<file path="config.mk">
export PLATFORM = sky130hd
export DESIGN_NAME = mmio_uart
export DESIGN_NICKNAME = d
export VERILOG_FILES = /design/src/rtl/uart_pkg.sv /design/src/rtl/sync_fifo.sv /design/src/rtl/mmio_uart.sv
export SDC_FILE = /design/constraint.sdc
export NUM_CORES = 1
export LEC_CHECK = 0
export CAP_MARGIN = 20
export CELL_PAD_IN_SITES_DETAIL_PLACEMENT = 1
export CELL_PAD_IN_SITES_GLOBAL_PLACEMENT = 1
export CORE_ASPECT_RATIO = 2
export CORE_UTILIZATION = 36
export CTS_BUF_LIST = sky130_fd_sc_hd__clkbuf_4 sky130_fd_sc_hd__clkbuf_8 sky130_fd_sc_hd__clkbuf_16
export DETAILED_ROUTE_END_ITERATION = 6
export GPL_TIMING_DRIVEN = 0
export PLACE_DENSITY = 0.8
export SYNTH_ARGS = -nofsm -noshare
export SYNTH_HDL_FRONTEND = slang
export SYNTH_SLANG_ARGS = --single-unit
</file>
<file path="constraint.sdc">
create_clock -name i_clk -period 2.5 [get_ports i_clk]
set_input_delay 0.25 -clock i_clk [delete_from_list [all_inputs] [get_ports i_clk]]
set_output_delay 0.25 -clock i_clk [all_outputs]
set_load 0.1 [all_outputs]
</file>
<file path="src/rtl/uart_pkg.sv">
// Shared register map, STATUS bit positions and FSM state type for the MMIO UART.
// Latency: n/a (definitions only).
// Backpressure: n/a (definitions only).
package uart_pkg;

  localparam logic [1:0] REG_TXDATA = 2'd0;
  localparam logic [1:0] REG_RXDATA = 2'd1;
  localparam logic [1:0] REG_STATUS = 2'd2;

  localparam int ST_TX_FULL      = 0;
  localparam int ST_TX_EMPTY     = 1;
  localparam int ST_RX_VALID     = 2;
  localparam int ST_RX_OVERRUN   = 3;
  localparam int ST_RX_FRAME_ERR = 4;

  typedef enum logic [1:0] {IDLE, START, DATA, STOP} uart_state_t;

endpackage

</file>
<file path="src/rtl/sync_fifo.sv">
// Small synchronous FIFO with the head word visible combinationally on dout.
// Latency: a pushed word is visible on dout the cycle after the push edge.
// Backpressure: pushes while full and pops while empty are dropped internally.
module sync_fifo #(
  parameter int WIDTH = 8,
  parameter int DEPTH = 4
) (
  input  logic             clk,
  input  logic             rst,
  input  logic             push,
  input  logic             pop,
  input  logic [WIDTH-1:0] din,
  output logic [WIDTH-1:0] dout,
  output logic             full,
  output logic             empty
);

  localparam int AW = (DEPTH > 1) ? $clog2(DEPTH) : 1;

  logic [WIDTH-1:0] mem [DEPTH];
  logic [AW-1:0]    wr_ptr;
  logic [AW-1:0]    rd_ptr;
  logic [AW:0]      count;
  logic             do_push;
  logic             do_pop;

  assign full    = (count == (AW+1)'(DEPTH));
  assign empty   = (count == '0);
  assign do_push = push && !full;
  assign do_pop  = pop && !empty;
  assign dout    = mem[rd_ptr];

  // Pointers wrap naturally because DEPTH is a power of two.
  always_ff @(posedge clk) begin
    if (rst) begin
      wr_ptr <= '0;
      rd_ptr <= '0;
      count  <= '0;
    end else begin
      if (do_push) wr_ptr <= wr_ptr + 1'b1;
      if (do_pop)  rd_ptr <= rd_ptr + 1'b1;
      case ({do_push, do_pop})
        2'b10:   count <= count + 1'b1;
        2'b01:   count <= count - 1'b1;
        default: ;
      endcase
    end
  end

  // Storage needs no reset; occupancy decides what is valid.
  always_ff @(posedge clk) begin
    if (do_push) mem[wr_ptr] <= din;
  end

endmodule

</file>
<file path="src/rtl/mmio_uart.sv">
// 8N1 UART on the MMIO port: TX FIFO + serialiser, RX deserialiser + one-byte holding register.
// Latency: MMIO handshakes are zero-latency (combinational); TX line starts one cycle after push.
// Backpressure: TXDATA writes stall (wr_ready=0) while the TX FIFO is full; other offsets never stall.
module mmio_uart
  import uart_pkg::*;
#(
  parameter int          DATA_WIDTH    = 32,
  parameter logic [31:0] BASE_ADDR     = 32'hFFFF0000,
  parameter int          CLKS_PER_BIT  = 868,
  parameter int          TX_FIFO_DEPTH = 4
) (
  input  logic                  i_clk,
  input  logic                  i_rst,
  input  logic [31:0]           i_mmio_addr,
  output logic [DATA_WIDTH-1:0] o_mmio_data,
  output logic                  o_mmio_rd_valid,
  input  logic                  i_mmio_rd_ready,
  input  logic [DATA_WIDTH-1:0] i_mmio_data,
  input  logic                  i_mmio_wr_valid,
  output logic                  o_mmio_wr_ready,
  output logic                  o_tx,
  input  logic                  i_rx
);

  localparam int            CW        = $clog2(CLKS_PER_BIT);
  localparam logic [CW-1:0] BIT_LAST  = CW'(CLKS_PER_BIT - 1);
  localparam logic [CW-1:0] HALF_LAST = CW'(CLKS_PER_BIT / 2 - 1);

  logic       hit;
  logic [1:0] offset;
  logic [4:0] status;
  logic       rx_pop;
  logic       status_clr;

  logic       fifo_push;
  logic       fifo_pop;
  logic       fifo_full;
  logic       fifo_empty;
  logic [7:0] fifo_dout;
  logic       tx_empty;

  uart_state_t   tx_state, tx_state_d;
  logic [CW-1:0] tx_cnt, tx_cnt_d;
  logic [2:0]    tx_idx, tx_idx_d;
  logic [7:0]    tx_shift, tx_shift_d;
  logic          tx_line, tx_line_d;

  logic          rx_meta, rx_sync;
  uart_state_t   rx_state, rx_state_d;
  logic [CW-1:0] rx_cnt, rx_cnt_d;
  logic [2:0]    rx_idx, rx_idx_d;
  logic [7:0]    rx_shift, rx_shift_d;
  logic          rx_deliver;
  logic          rx_stop_bad;

  logic       rx_valid;
  logic [7:0] rx_byte;
  logic       rx_overrun;
  logic       rx_frame_err;

  // Upper write-data bits and the byte lane address bits carry no meaning here.
  logic unused_ok;
  assign unused_ok = ^{i_mmio_addr[1:0], i_mmio_data[DATA_WIDTH-1:8]};

  assign hit      = (i_mmio_addr[31:4] == BASE_ADDR[31:4]);
  assign offset   = i_mmio_addr[3:2];
  assign tx_empty = fifo_empty && (tx_state == IDLE);
  assign o_tx     = tx_line;

  // STATUS word assembly.
  always_comb begin
    status                  = '0;
    status[ST_TX_FULL]      = fifo_full;
    status[ST_TX_EMPTY]     = tx_empty;
    status[ST_RX_VALID]     = rx_valid;
    status[ST_RX_OVERRUN]   = rx_overrun;
    status[ST_RX_FRAME_ERR] = rx_frame_err;
  end

  // Read mux and ready decode; every output collapses to zero on an address miss.
  always_comb begin
    o_mmio_data     = '0;
    o_mmio_rd_valid = hit;
    o_mmio_wr_ready = hit;
    if (hit) begin
      case (offset)
        REG_TXDATA: o_mmio_wr_ready = !fifo_full;
        REG_RXDATA: o_mmio_data[8:0] = {rx_valid, rx_byte};
        REG_STATUS: o_mmio_data[4:0] = status;
        default:    ;
      endcase
    end
  end

  assign fifo_push  = i_mmio_wr_valid && o_mmio_wr_ready && (offset == REG_TXDATA);
  assign status_clr = i_mmio_wr_valid && o_mmio_wr_ready && (offset == REG_STATUS);
  assign rx_pop     = o_mmio_rd_valid && i_mmio_rd_ready && (offset == REG_RXDATA) && rx_valid;

  sync_fifo #(
    .WIDTH (8),
    .DEPTH (TX_FIFO_DEPTH)
  ) u_tx_fifo (
    .clk   (i_clk),
    .rst   (i_rst),
    .push  (fifo_push),
    .pop   (fifo_pop),
    .din   (i_mmio_data[7:0]),
    .dout  (fifo_dout),
    .full  (fifo_full),
    .empty (fifo_empty)
  );

  // TX next-state: STOP chains straight into START when another byte is queued.
  always_comb begin
    tx_state_d = tx_state;
    tx_cnt_d   = tx_cnt;
    tx_idx_d   = tx_idx;
    tx_shift_d = tx_shift;
    fifo_pop   = 1'b0;
    case (tx_state)
      IDLE: begin
        if (!fifo_empty) begin
          fifo_pop   = 1'b1;
          tx_shift_d = fifo_dout;
          tx_cnt_d   = '0;
          tx_state_d = START;
        end
      end
      START: begin
        if (tx_cnt == BIT_LAST) begin
          tx_cnt_d   = '0;
          tx_idx_d   = '0;
          tx_state_d = DATA;
        end else begin
          tx_cnt_d = tx_cnt + 1'b1;
        end
      end
      DATA: begin
        if (tx_cnt == BIT_LAST) begin
          tx_cnt_d = '0;
          if (tx_idx == 3'd7) tx_state_d = STOP;
          else                tx_idx_d   = tx_idx + 1'b1;
        end else begin
          tx_cnt_d = tx_cnt + 1'b1;
        end
      end
      STOP: begin
        if (tx_cnt == BIT_LAST) begin
          tx_cnt_d = '0;
          if (!fifo_empty) begin
            fifo_pop   = 1'b1;
            tx_shift_d = fifo_dout;
            tx_state_d = START;
          end else begin
            tx_state_d = IDLE;
          end
        end else begin
          tx_cnt_d = tx_cnt + 1'b1;
        end
      end
      default: tx_state_d = IDLE;
    endcase
    // The line is registered from the next state so it changes exactly on the bit edge.
    case (tx_state_d)
      START:   tx_line_d = 1'b0;
      DATA:    tx_line_d = tx_shift_d[tx_idx_d];
      default: tx_line_d = 1'b1;
    endcase
  end

  // TX state register.
  always_ff @(posedge i_clk) begin
    if (i_rst) begin
      tx_state <= IDLE;
      tx_cnt   <= '0;
      tx_idx   <= '0;
      tx_shift <= '0;
      tx_line  <= 1'b1;
    end else begin
      tx_state <= tx_state_d;
      tx_cnt   <= tx_cnt_d;
      tx_idx   <= tx_idx_d;
      tx_shift <= tx_shift_d;
      tx_line  <= tx_line_d;
    end
  end

  // Two-flop synchronizer on the asynchronous RX pin, idling high.
  always_ff @(posedge i_clk) begin
    if (i_rst) begin
      rx_meta <= 1'b1;
      rx_sync <= 1'b1;
    end else begin
      rx_meta <= i_rx;
      rx_sync <= rx_meta;
    end
  end

  // RX next-state: sample mid-bit; a start bit that is high at mid-bit is a glitch.
  always_comb begin
    rx_state_d  = rx_state;
    rx_cnt_d    = rx_cnt;
    rx_idx_d    = rx_idx;
    rx_shift_d  = rx_shift;
    rx_deliver  = 1'b0;
    rx_stop_bad = 1'b0;
    case (rx_state)
      IDLE: begin
        if (!rx_sync) begin
          rx_cnt_d   = '0;
          rx_state_d = START;
        end
      end
      START: begin
        if (rx_cnt == HALF_LAST) begin
          rx_cnt_d = '0;
          rx_idx_d = '0;
          rx_state_d = rx_sync ? IDLE : DATA;
        end else begin
          rx_cnt_d = rx_cnt + 1'b1;
        end
      end
      DATA: begin
        if (rx_cnt == BIT_LAST) begin
          rx_cnt_d   = '0;
          rx_shift_d = {rx_sync, rx_shift[7:1]};
          if (rx_idx == 3'd7) rx_state_d = STOP;
          else                rx_idx_d   = rx_idx + 1'b1;
        end else begin
          rx_cnt_d = rx_cnt + 1'b1;
        end
      end
      STOP: begin
        if (rx_cnt == BIT_LAST) begin
          rx_cnt_d    = '0;
          rx_deliver  = 1'b1;
          rx_stop_bad = !rx_sync;
          rx_state_d  = IDLE;
        end else begin
          rx_cnt_d = rx_cnt + 1'b1;
        end
      end
      default: rx_state_d = IDLE;
    endcase
  end

  // RX state register.
  always_ff @(posedge i_clk) begin
    if (i_rst) begin
      rx_state <= IDLE;
      rx_cnt   <= '0;
      rx_idx   <= '0;
      rx_shift <= '0;
    end else begin
      rx_state <= rx_state_d;
      rx_cnt   <= rx_cnt_d;
      rx_idx   <= rx_idx_d;
      rx_shift <= rx_shift_d;
    end
  end

  // Holding register and sticky flags; a new error event wins over a same-cycle clear.
  always_ff @(posedge i_clk) begin
    if (i_rst) begin
      rx_valid     <= 1'b0;
      rx_byte      <= '0;
      rx_overrun   <= 1'b0;
      rx_frame_err <= 1'b0;
    end else begin
      if (rx_deliver && (!rx_valid || rx_pop)) begin
        rx_byte  <= rx_shift;
        rx_valid <= 1'b1;
      end else if (rx_pop) begin
        rx_valid <= 1'b0;
      end

      if (rx_deliver && rx_valid && !rx_pop)     rx_overrun <= 1'b1;
      else if (status_clr && i_mmio_data[3])     rx_overrun <= 1'b0;

      if (rx_deliver && rx_stop_bad)             rx_frame_err <= 1'b1;
      else if (status_clr && i_mmio_data[4])     rx_frame_err <= 1'b0;
    end
  end

endmodule

</file>
### Word-level counts from Yosys, hierarchy flattened

Memories as Yosys holds them, arrays and structs flattened. A register that Yosys moved wholly into a read port is not among the register bits.
Cells that the tools add are included.

* flip-flop bits (word level): 67
* RAM bits: 32
* bits of input ports: 69
* memories: 1
* output and inout bits: 35
* word-level logic and storage cells: 147

* reduce and logical (&&, ||, !) cells: 35
* multiplexer cells: 58
* $add $sub $neg: 8
* eq/ne operators: 26
* order comparisons: 1

Memory list
* u_tx_fifo.mem: depth 4, width 8, rd ports 1, clocked after Yosys merged registers in 1, write ports 1, line sync_fifo.sv:20 `logic [WIDTH-1:0] mem [DEPTH];`

Operator list (count)
* $mux 10: 5
* $pmux 10 s3: 1
* $eq 28x28->1 const B: 1
* $mux 2: 13
* $add 10x1->10 const B: 2
* $eq 10x10->1 const B: 2
* $pmux 10 s2: 1
* $mux 1: 18
* $mux 3: 6
* $pmux 3 s2: 3
* $mux 8: 2
* $pmux 2 s4: 2
* $pmux 8 s2: 1
* $logic_and 1x1->1: 15
* $eq 2x2->1 const B: 7
* $ne 2x2->1 const B: 7
* $eq 10x9->1 const B: 1
* $eq 2x1->1 const B: 5
* $pmux 5 s2: 1
* $reduce_bool 2->1: 5
* $add 3x1->3 const B: 3
* $eq 3x3->1 const B: 3
* $mux 9: 1
* $logic_not 2->1: 3
* other kinds (14): 20

### Logic depth before layout (Yosys ltp)

Gate-level depths: netlist (run 1).

* depth after elaboration: 9
* gate-level depth with buffers: 12
* depth with buffers taken out: 11

### Cells and area by module

A second synthesis (run 1) with hierarchy kept.

* cell total of the unflattened synthesis: 514
* area, all modules: 5069.9 µm²

Modules (own cells, without submodules)
* mmio_uart: cells an instance 418, area each 3434.5 µm², times used 1, seq. area each 1201.2 µm²
* sync_fifo: cells an instance 96, area each 1635.3 µm², times used 1, seq. area each 1141.1 µm²

### Least setup slack after synthesis (run 1)

No wires, ideal clock.

* kind: input to register
* from: input port i_mmio_addr[5]
* to: register rx_frame_err
* arrival: 4046 ps
* cell stages on the path: 7
* buffers on the path: 0
* library setup time: 132 ps
* path slack: -1679 ps
* data required time: 2368 ps
* cell sequence: nor4bb_1 nand4_1 nor4_4 a21boi_1 nand3_1 o21ai_0 a21oi_1

* word-level cells in the longest chain between the ends: 6

Ends and longest elaborated chain
* start, declared: line mmio_uart.sv:14 `input logic [31:0] i_mmio_addr,`
* $eq 28x28->1: line mmio_uart.sv:65 `assign hit = (i_mmio_addr[31:4] == BASE_ADDR[31:4]);`
* named net o_mmio_rd_valid: line mmio_uart.sv:16 `output logic o_mmio_rd_valid,`
* $mux 1: line mmio_uart.sv:85 `if (hit) begin`
* named net o_mmio_wr_ready: line mmio_uart.sv:20 `output logic o_mmio_wr_ready,`
* $logic_and 1x1->1 (2 in a row): line mmio_uart.sv:96 `assign status_clr = i_mmio_wr_valid && o_mmio_wr_ready && (offset == REG_STATUS);`
* $logic_and 1x1->1: line mmio_uart.sv:281 `else if (status_clr && i_mmio_data[4]) rx_frame_err <= 1'b0;`
* $reduce_bool 2->1 (no line)
* end signal, assigned: line mmio_uart.sv:268 `rx_frame_err <= 1'b0;`
* end signal, assigned: line mmio_uart.sv:280 `if (rx_deliver && rx_stop_bad) rx_frame_err <= 1'b1;`
* end signal, assigned: line mmio_uart.sv:281
* end, declared: line mmio_uart.sv:59 `logic rx_frame_err;`

The timed path passes the listed nets, and every way through them passes these cells.
A chain may end at the register's enable or synchronous reset.

### Worst setup path after layout (run 1)

* from: register tx_state[1]
* to: register u_tx_fifo.count[2]

* word-level cells in the longest chain between the ends: 5
* elaborated cells between the ends (all ways): 8
* those cells by class: 3 x eq/ne; 2 x mux; 3 x reduce/logical

Ends and longest elaborated chain
* start, declared: line mmio_uart.sv:42 `uart_state_t tx_state, tx_state_d;`
* start signal, assigned: line mmio_uart.sv:180 `tx_state <= tx_state_d;`
* $eq 2x2->1 or $logic_not 2->1 (tied branches): line mmio_uart.sv:120 `case (tx_state)`
* $pmux 1 s2 *: line mmio_uart.sv:120
* $logic_and 1x1->1 *: line sync_fifo.sv:30 `assign do_pop = pop && !empty;`
* named net u_tx_fifo.do_pop: line sync_fifo.sv:25 `logic do_pop;`
* $eq 2x1->1 or $eq 2x2->1 (tied branches): line sync_fifo.sv:42 `case ({do_push, do_pop})`
* $pmux 3 s2 or $reduce_bool 2->1 (tied branches)
* end signal, assigned: line sync_fifo.sv:43 `2'b10: count <= count + 1'b1;`
* end signal, assigned: line sync_fifo.sv:44 `2'b01: count <= count - 1'b1;`
* end, declared: line sync_fifo.sv:23 `logic [AW:0] count;`

Mark *: on every way through the listed nets, which the timed path passes. The rest lies on a longest branch.

==> reports/metrics.cfg, run 1 <==
[sta]
worst_slack_ns=0.0262
finalMaxSlewViolations=0
relSlewSlack_pct=35.9
rsz0062_at_grt=yes
max_freq_ghz=0.404
hold_viol=0
fin_skew_ns=0.00938
worst_pin_slew_ns=0.958
fin_crit_sh_pct=99.0
setup_viol=0
period_minus_slack_ns=2.47

[run_status]
status=finished with violations
violations=DRC

[power_and_ir_drop]
p_leak_nw=2.51
intPower_w=0.00255
power.share.switching_pct=28.6
seqPwrFrac_pct=47.7
p_comb_share_pct=12.2
p_clk_share_pct=40.1
peakVddDrop_v=0.000381
switchingPower_w=0.00102
power.density_nw_per_um2=574

[setup_path]
path_buf_inv=3
path_max_fanout=6
startpoint_type=flop
cp_data_required_time_ns=2.79
worst-endpoint-arrival_ns=2.76
critPathKind=flop to flop
crit_top_cell=ha_4
max_stage_delay_ns=0.39
path_delay_family=adder cells
crit_chain=inv_1 -> ha_4 -> nor3_4 -> buf_6 -> ha_4 -> inv_2 -> fa_2 -> xor2_1 -> or3_4 -> a21oi_2
r2r_end=u_tx_fifo.count[2]
reg2reg_depth=10
r2r_setup_slack_ns=0.03
cpMaxStageDelayCell=or3_4
crit-reg2reg-launch=tx_state[1]
end_kind=flop

[yosys]
synth_top_area_share_pct=28.2
ys_warn_count=0
yosysSeqAreaShare_pct=47.9
netlist_instances=472
ys.flop_type=dfxtp_1
syn_area_per_cell_um2=10.4
synth_common_cells=77 x nor2_1, 69 x dfxtp_1, 32 x edfxtp_1, 23 x buf_4, 23 x mux2i_1
async_flop_share_pct=0
yosysUniqueCellTypes=62
synth_enable_flop_cells=32
yosysMostFrequentCell=nor2_1
syn_area_um2=4890
synth.area.top_cells=dfxtp_1 28%, edfxtp_1 20%, nor2_1 5.9%, ha_1 4.9%, mux2i_1 4.7%
ys_seq_elements=101
synth_area_leader_cell=dfxtp_1

[final_layout]
design_area_um2=6240
syn2layout_area_growth_pct=27.4
final_layout_size_suffix_gt1_share_pct=23.1
antenna_cells=0
nets=660

[detailed_routing]
vias=3835
dr.pass1.iters=6
drc=16
vias_per_cell=5.27
routedWlPerCell_um=16.9
drt-initial-drc-count=156
drt_wl_total_mm=12.3
ant_nets=0

[cts]
cts_htree_levels=3
cts_root_buf=clkbuf_16
cts_buffer_depth=2
cts_tree=yes
cts_made_buffers=9
worstSkewPairLatency_ns=0.36
clkTransAtPathRegs_ns=0.08
holdBufCountCts=0
clkSinkCount=101

[die]
dieArea_um2=14100
dieHeight_um=167
boundaryPins=104
initial_utilization_pct=37.3
rows=59
die_w_um=84.5
core_area_um2=13100

[worst_hold_path]
min_from=rx_meta
holdPathEnd=rx_sync
whs_path_depth=1
min_path_type=flop to flop

[placed_design]
port_buffers=54
place_area_um2=5770
gp_congestion=0.742
dpl.hpwl_mm=9.15
place_ws_ns=-1.16

[global_routing]
overflow=0
antenna_found_initial=0
grt_max_degree=22
grt_pass1_wl_mm=20.0
grt_usage_pct=18.2
grt_pass1_vias=4189

[flow_run]
cap_violations=0

flip-flops by register name (all words and copies together) (netlist names), named ones only:
name / cells
tx_idx: 3
rx_valid: 1
u_tx_fifo.rd_ptr: 2
rx_idx: 3
tx_cnt: 10
rx_overrun: 1
u_tx_fifo.mem: 32
rx_sync: 1
u_tx_fifo.wr_ptr: 2
u_tx_fifo.count: 3
tx_state: 2
tx_shift: 8
rx_state: 1
rx_meta: 1
o_tx: 1
rx_cnt: 10
rx_byte: 8
rx_frame_err: 1
rx_shift: 8
layout by cell type (no fill, tap or decap), types with 4 or more instances in the layout:
master and n:
nand2_1 18, clkbuf_16 9, conb_1 23, buf_6 5
ha_1 14, and2_4 4, clkdlybuf4s50_1 27, edfxtp_1 32
nand4_1 11, a21oi_1 17, or2_2 4, a22oi_1 15
nand3_1 8, mux2i_1 23, xor2_1 9, nor2_2 5
nor3_1 4, ha_4 4, nor3b_1 5, o21ai_0 15
mux4_2 8, buf_4 38, dlygate4sd2_1 15, or3_1 5
nand2b_1 4, inv_1 17, clkbuf_1 7, nor2_1 72
and3_1 7, buf_2 7, and3_2 4, dfxtp_1 65
final cells by class:
cell class                 instances  area, um^2
fill                            1480        6900
multi-input combinational        330        2430
sequential                       101        2350
timing repair buffer              66         594
buffer                            42         280
clock buffer                       9         225
tap                              152         190
clock inverter                     7        81.3
inverter                          21        81.3
how the worst max path moves through the flow:
stage | from | slack [ns] | endpoint | depth (start not counted)
after CTS | tx_cnt[1] | -0.05 | u_tx_fifo.count[2] | 11
after global routing | tx_state[1] | -0.05 | u_tx_fifo.count[2] | 10
after floorplan | i_mmio_addr[5] | -0.89 | rx_frame_err | 7
final | tx_state[1] | 0.03 | u_tx_fifo.count[2] | 10
after global placement | i_mmio_addr[10] | -1.12 | o_mmio_data[3] | 7
after detailed placement | i_mmio_addr[10] | -1.16 | o_mmio_data[4] | 7
per-layer routing:
layer  share of wire [%]  vias to the layer above  GRT usage (%)
met5                   0                        -              0
li1                    -                     1841              -
met2                  59                       92           37.8
met4                 2.4                        0           7.52
met3                 4.0                       25           2.48
met1                  34                     1877           17.0
what timing repair did:
action,in CTS,in global routing
pin swaps,15,3
resized for setup,86,11
endpoints found under the setup margin,14,19
endpoints found under the hold margin,0,0
cloned,1,0
buffers inserted,11,0
cells by family after synthesis:
logic type,count (synthesis),share of synthesized area [%]
other,1,0.0766
XOR/XNOR,12,2.15
adder cells (fa/ha/maj),20,5.27
multiplexers,32,8.69
AND/OR/NAND/NOR,176,19.2
AO/OA/AOI/OAI,67,9.66
flip-flops,101,47.9
buffers and inverters,63,7.06
power by group through the flow:
stage	clock (W)	combinational (W)	sequential, W
floorplan	0	0.000281	0.00176
global placement	0	0.000410	0.00175
detailed placement	0	0.000419	0.00175
CTS	0.00146	0.000428	0.00171
global route	0.00153	0.000462	0.00171
finish	0.00143	0.000437	0.00171
through the flow:
step           utilization [%]  hold slack (ns)  total power, W  setup TNS (ns)  instances
6_report                  47.5            0.431         0.00358               0        728
5_1_grt                   47.5            0.446         0.00370         -0.0549        728
4_1_cts                   47.2            0.437         0.00359         -0.0494        728
3_5_place_dp              43.9            0.415         0.00217          -19.99        700
3_3_place_gp              43.9            0.394         0.00216          -17.27        700
2_1_floorplan                -            0.327         0.00204          -19.87        494
Power figures use the tool's default switching activity.
==> run 2, diff against run 1 <==
--- a/config.mk
+++ b/config.mk
@@ -14,6 +14,8 @@
 export DETAILED_ROUTE_END_ITERATION = 6
 export GPL_TIMING_DRIVEN = 0
 export PLACE_DENSITY = 0.8
+export SKIP_LAST_GASP = 1
 export SYNTH_ARGS = -nofsm -noshare
 export SYNTH_HDL_FRONTEND = slang
 export SYNTH_SLANG_ARGS = --single-unit
+export TNS_END_PERCENT = 10
==> run 2 against run 1 <==
The flow finishes with violations (DRC, setup timing). First-iteration DRC count is 33% lower. Sequential cell count stayed put. Core utilization is 0.40 points lower. Via count is 3.1% lower. Cell count is 0.55% lower. Maximum frequency is 1.2% lower. Die area stayed put. Clock power is 3% lower. Non-clock buffer count is 4 lower. Sequential share of layout area is 0.32 points higher. Clock-buffer cell count stayed put. Worst hold slack worse by 0.010 ns. Highest routed layer unchanged.
==> reports/metrics.cfg, run 2 (synthesis gave the netlist of run 1 again) <==
[setup_path]
critPathKind=flop to flop
max_stage_delay_ns=0.39  ; about the same
startpoint_type=flop
path_delay_family=simple AND/OR/NAND/NOR gates
end_kind=flop
crit_top_cell=ha_4
crit_chain=ha_4 -> and4bb_4 -> a41oi_2 -> nor3_4 -> buf_6 -> ha_4 -> inv_2 -> fa_1 -> xor2_1 -> or3_1 -> a21oi_2
cp_data_required_time_ns=2.78  ; about the same
worst-path-stages=11  ; +1
path_max_fanout=5  ; -1
cpMaxStageDelayCell=fa_1
path_buf_inv=2  ; -1
worst-endpoint-arrival_ns=2.79  ; +0.03 ns
reg2reg_depth=11  ; +1

[cts]
cts_made_buffers=9  ; unchanged
clkSinkCount=101  ; unchanged
cts_htree_levels=3  ; unchanged
holdBufCountCts=0  ; unchanged
cts_buffer_depth=2  ; unchanged
worstSkewPairLatency_ns=0.35  ; about the same
clkTransAtPathRegs_ns=0.07  ; about the same
cts_root_buf=clkbuf_16
cts_tree=yes

[placed_design]
place_ws_ns=-0.979  ; +0.178 ns
dpl.hpwl_mm=9.02  ; -1.4%
placed_cells=700  ; unchanged
gp_congestion=0.824  ; +11%
port_buffers=54  ; unchanged

[sta]
hold_viol=0  ; unchanged
fin_skew_ns=0.0134  ; +0.00398 ns
rsz0062_at_grt=yes
setup_viol=1  ; +1
finalMaxSlewViolations=0  ; unchanged
worst_pin_slew_ns=0.962  ; +0.00418 ns
worst_slack_ns=-0.00313  ; -0.0293 ns
period_minus_slack_ns=2.50  ; +0.0293 ns
max_freq_ghz=0.400  ; -1.2%
relSlewSlack_pct=35.6  ; -0.28 points
fin_crit_sh_pct=100  ; +1.2 points

[final_layout]
seq_area_um2=2350  ; unchanged
final_layout_size_suffix_gt1_share_pct=19.9  ; -3.2 points
regMostFlops=u_tx_fifo.mem
mostFrequentLayoutCells=72 x nor2_1, 65 x dfxtp_1, 33 x buf_4, 32 x clkdlybuf4s50_1, 32 x edfxtp_1
multiInputGateArea_um2=2390  ; -1.9%
final_core_util_pct=47.1  ; -0.40 points
antenna_cells=0  ; unchanged
syn2layout_area_growth_pct=26.4
top_regs=u_tx_fifo.mem (32), rx_cnt (10), tx_cnt (10)
largest_register_ff_count=32  ; unchanged
final_cells=724  ; -0.55%
nets=656  ; -0.61%
num-fill-cells=1450  ; -2.0%
final_common_cell=nor2_1

[detailed_routing]
vias_per_cell=5.14  ; -2.5%
drt-initial-drc-count=105  ; -33%
drc=4  ; -12
ant_nets=0  ; unchanged
vias=3718  ; -3.1%
drt_wl_total_mm=11.9  ; -3.5%
routedWlPerCell_um=16.4  ; -3.0%
dr.pass1.iters=7  ; +1

[global_routing]
grt_pass1_wl_mm=19.1  ; -4.5%
grt_pass1_vias=3945  ; -5.8%
antenna_found_initial=0  ; unchanged
grt_max_degree=21  ; -4.5%
overflow=0  ; unchanged
grt_usage_pct=17.3  ; -0.94 points

[flow_run]
cap_violations=0  ; unchanged

[power_and_ir_drop]
power.density_nw_per_um2=570  ; -0.62%
p_leak_nw=2.56  ; +2.2%
peakVddDrop_v=0.000306  ; -20%

[die]
dieArea_um2=14100  ; unchanged
rows=59  ; unchanged
dieHeight_um=167  ; unchanged
initial_utilization_pct=37.3  ; unchanged
boundaryPins=104  ; unchanged
core_area_um2=13100  ; unchanged
die_w_um=84.5  ; unchanged

[worst_hold_path]
whs_path_depth=1  ; unchanged
min_path_type=flop to flop

[run_status]
violations=DRC, setup timing
status=finished with violations

## run 2: cell count changes in the layout (fill, tap and decap cells not counted), sizes merged
| cell | before | now |
|---|---|---|
| clkdlybuf4s50 | 27 | 32 |
| buf | 53 | 49 |
| dlymetal6s2s | 0 | 11 |
| clkinv | 2 | 1 |
| clkbuf | 17 | 18 |
| inv | 26 | 27 |
| dlygate4sd2 | 15 | 0 |
| clkdlybuf4s15 | 4 | 2 |
## run 2: worst paths after layout
check                                from                  to  slack, ns
worst max-delay path            tx_cnt[1]  u_tx_fifo.count[2]     -0.003
worst min-delay path              rx_meta             rx_sync       0.42
worst max register to register  tx_cnt[1]  u_tx_fifo.count[2]     -0.003
worst min register to register    rx_meta             rx_sync       0.42
## run 2: area by class of cell
class | instances | share of cell area [%]
plain buffers | 42 | 4.51
flip-flops and latches | 101 | 38.0
inverters | 21 | 1.31
clock buffers | 9 | 3.64
repair buffers | 62 | 9.73
multi-input cells | 330 | 38.6
clock inverters | 7 | 1.11
well taps | 152 | 3.08
## run 2: metal layers
metal  part of all wire [%]  wire length (um)  global-route usage, %  up-vias
li1                       -                 -                      -     1821
met1                     35              4210                   16.2     1808
met2                     59              7030                   35.3       65
met3                    2.8               328                   2.73       24
met4                    2.7               316                   7.66        0
met5                      0                 0                      0        -
## run 2: repair_timing
| item | 4_1_cts | 5_1_grt |
|---|---|---|
| buffers inserted | 5 | 3 |
| setup endpoints to repair | 47 | 22 |
| pin swaps | 3 | 11 |
| gates resized for setup | 56 | 33 |
## run 2: report_power, final
part	total, W	switching, W	leakage [nW]	internal (W)
logic	0.000432	0.000294	1.57	0.000138
clock network	0.00139	0.000676	0.147	0.000709
registers	0.00171	0.0000106	0.846	0.00170
total	0.00353	0.000980	2.56	0.00255
## run 2: stage by stage
| step | hold slack [ns] | power, W | area [um^2] | setup TNS [ns] |
|---|---|---|---|---|
| after detailed placement | 0.402 | 0.00216 | 5720 | -23.72 |
| after global placement | 0.396 | 0.00215 | 5720 | -21.17 |
| final | 0.421 | 0.00353 | 6180 | -0.00313 |
| after global routing | 0.447 | 0.00363 | 6180 | -0.513 |
| after floorplan | 0.327 | 0.00204 | 4990 | -25.40 |
| after CTS | 0.424 | 0.00355 | 6090 | -0.986 |
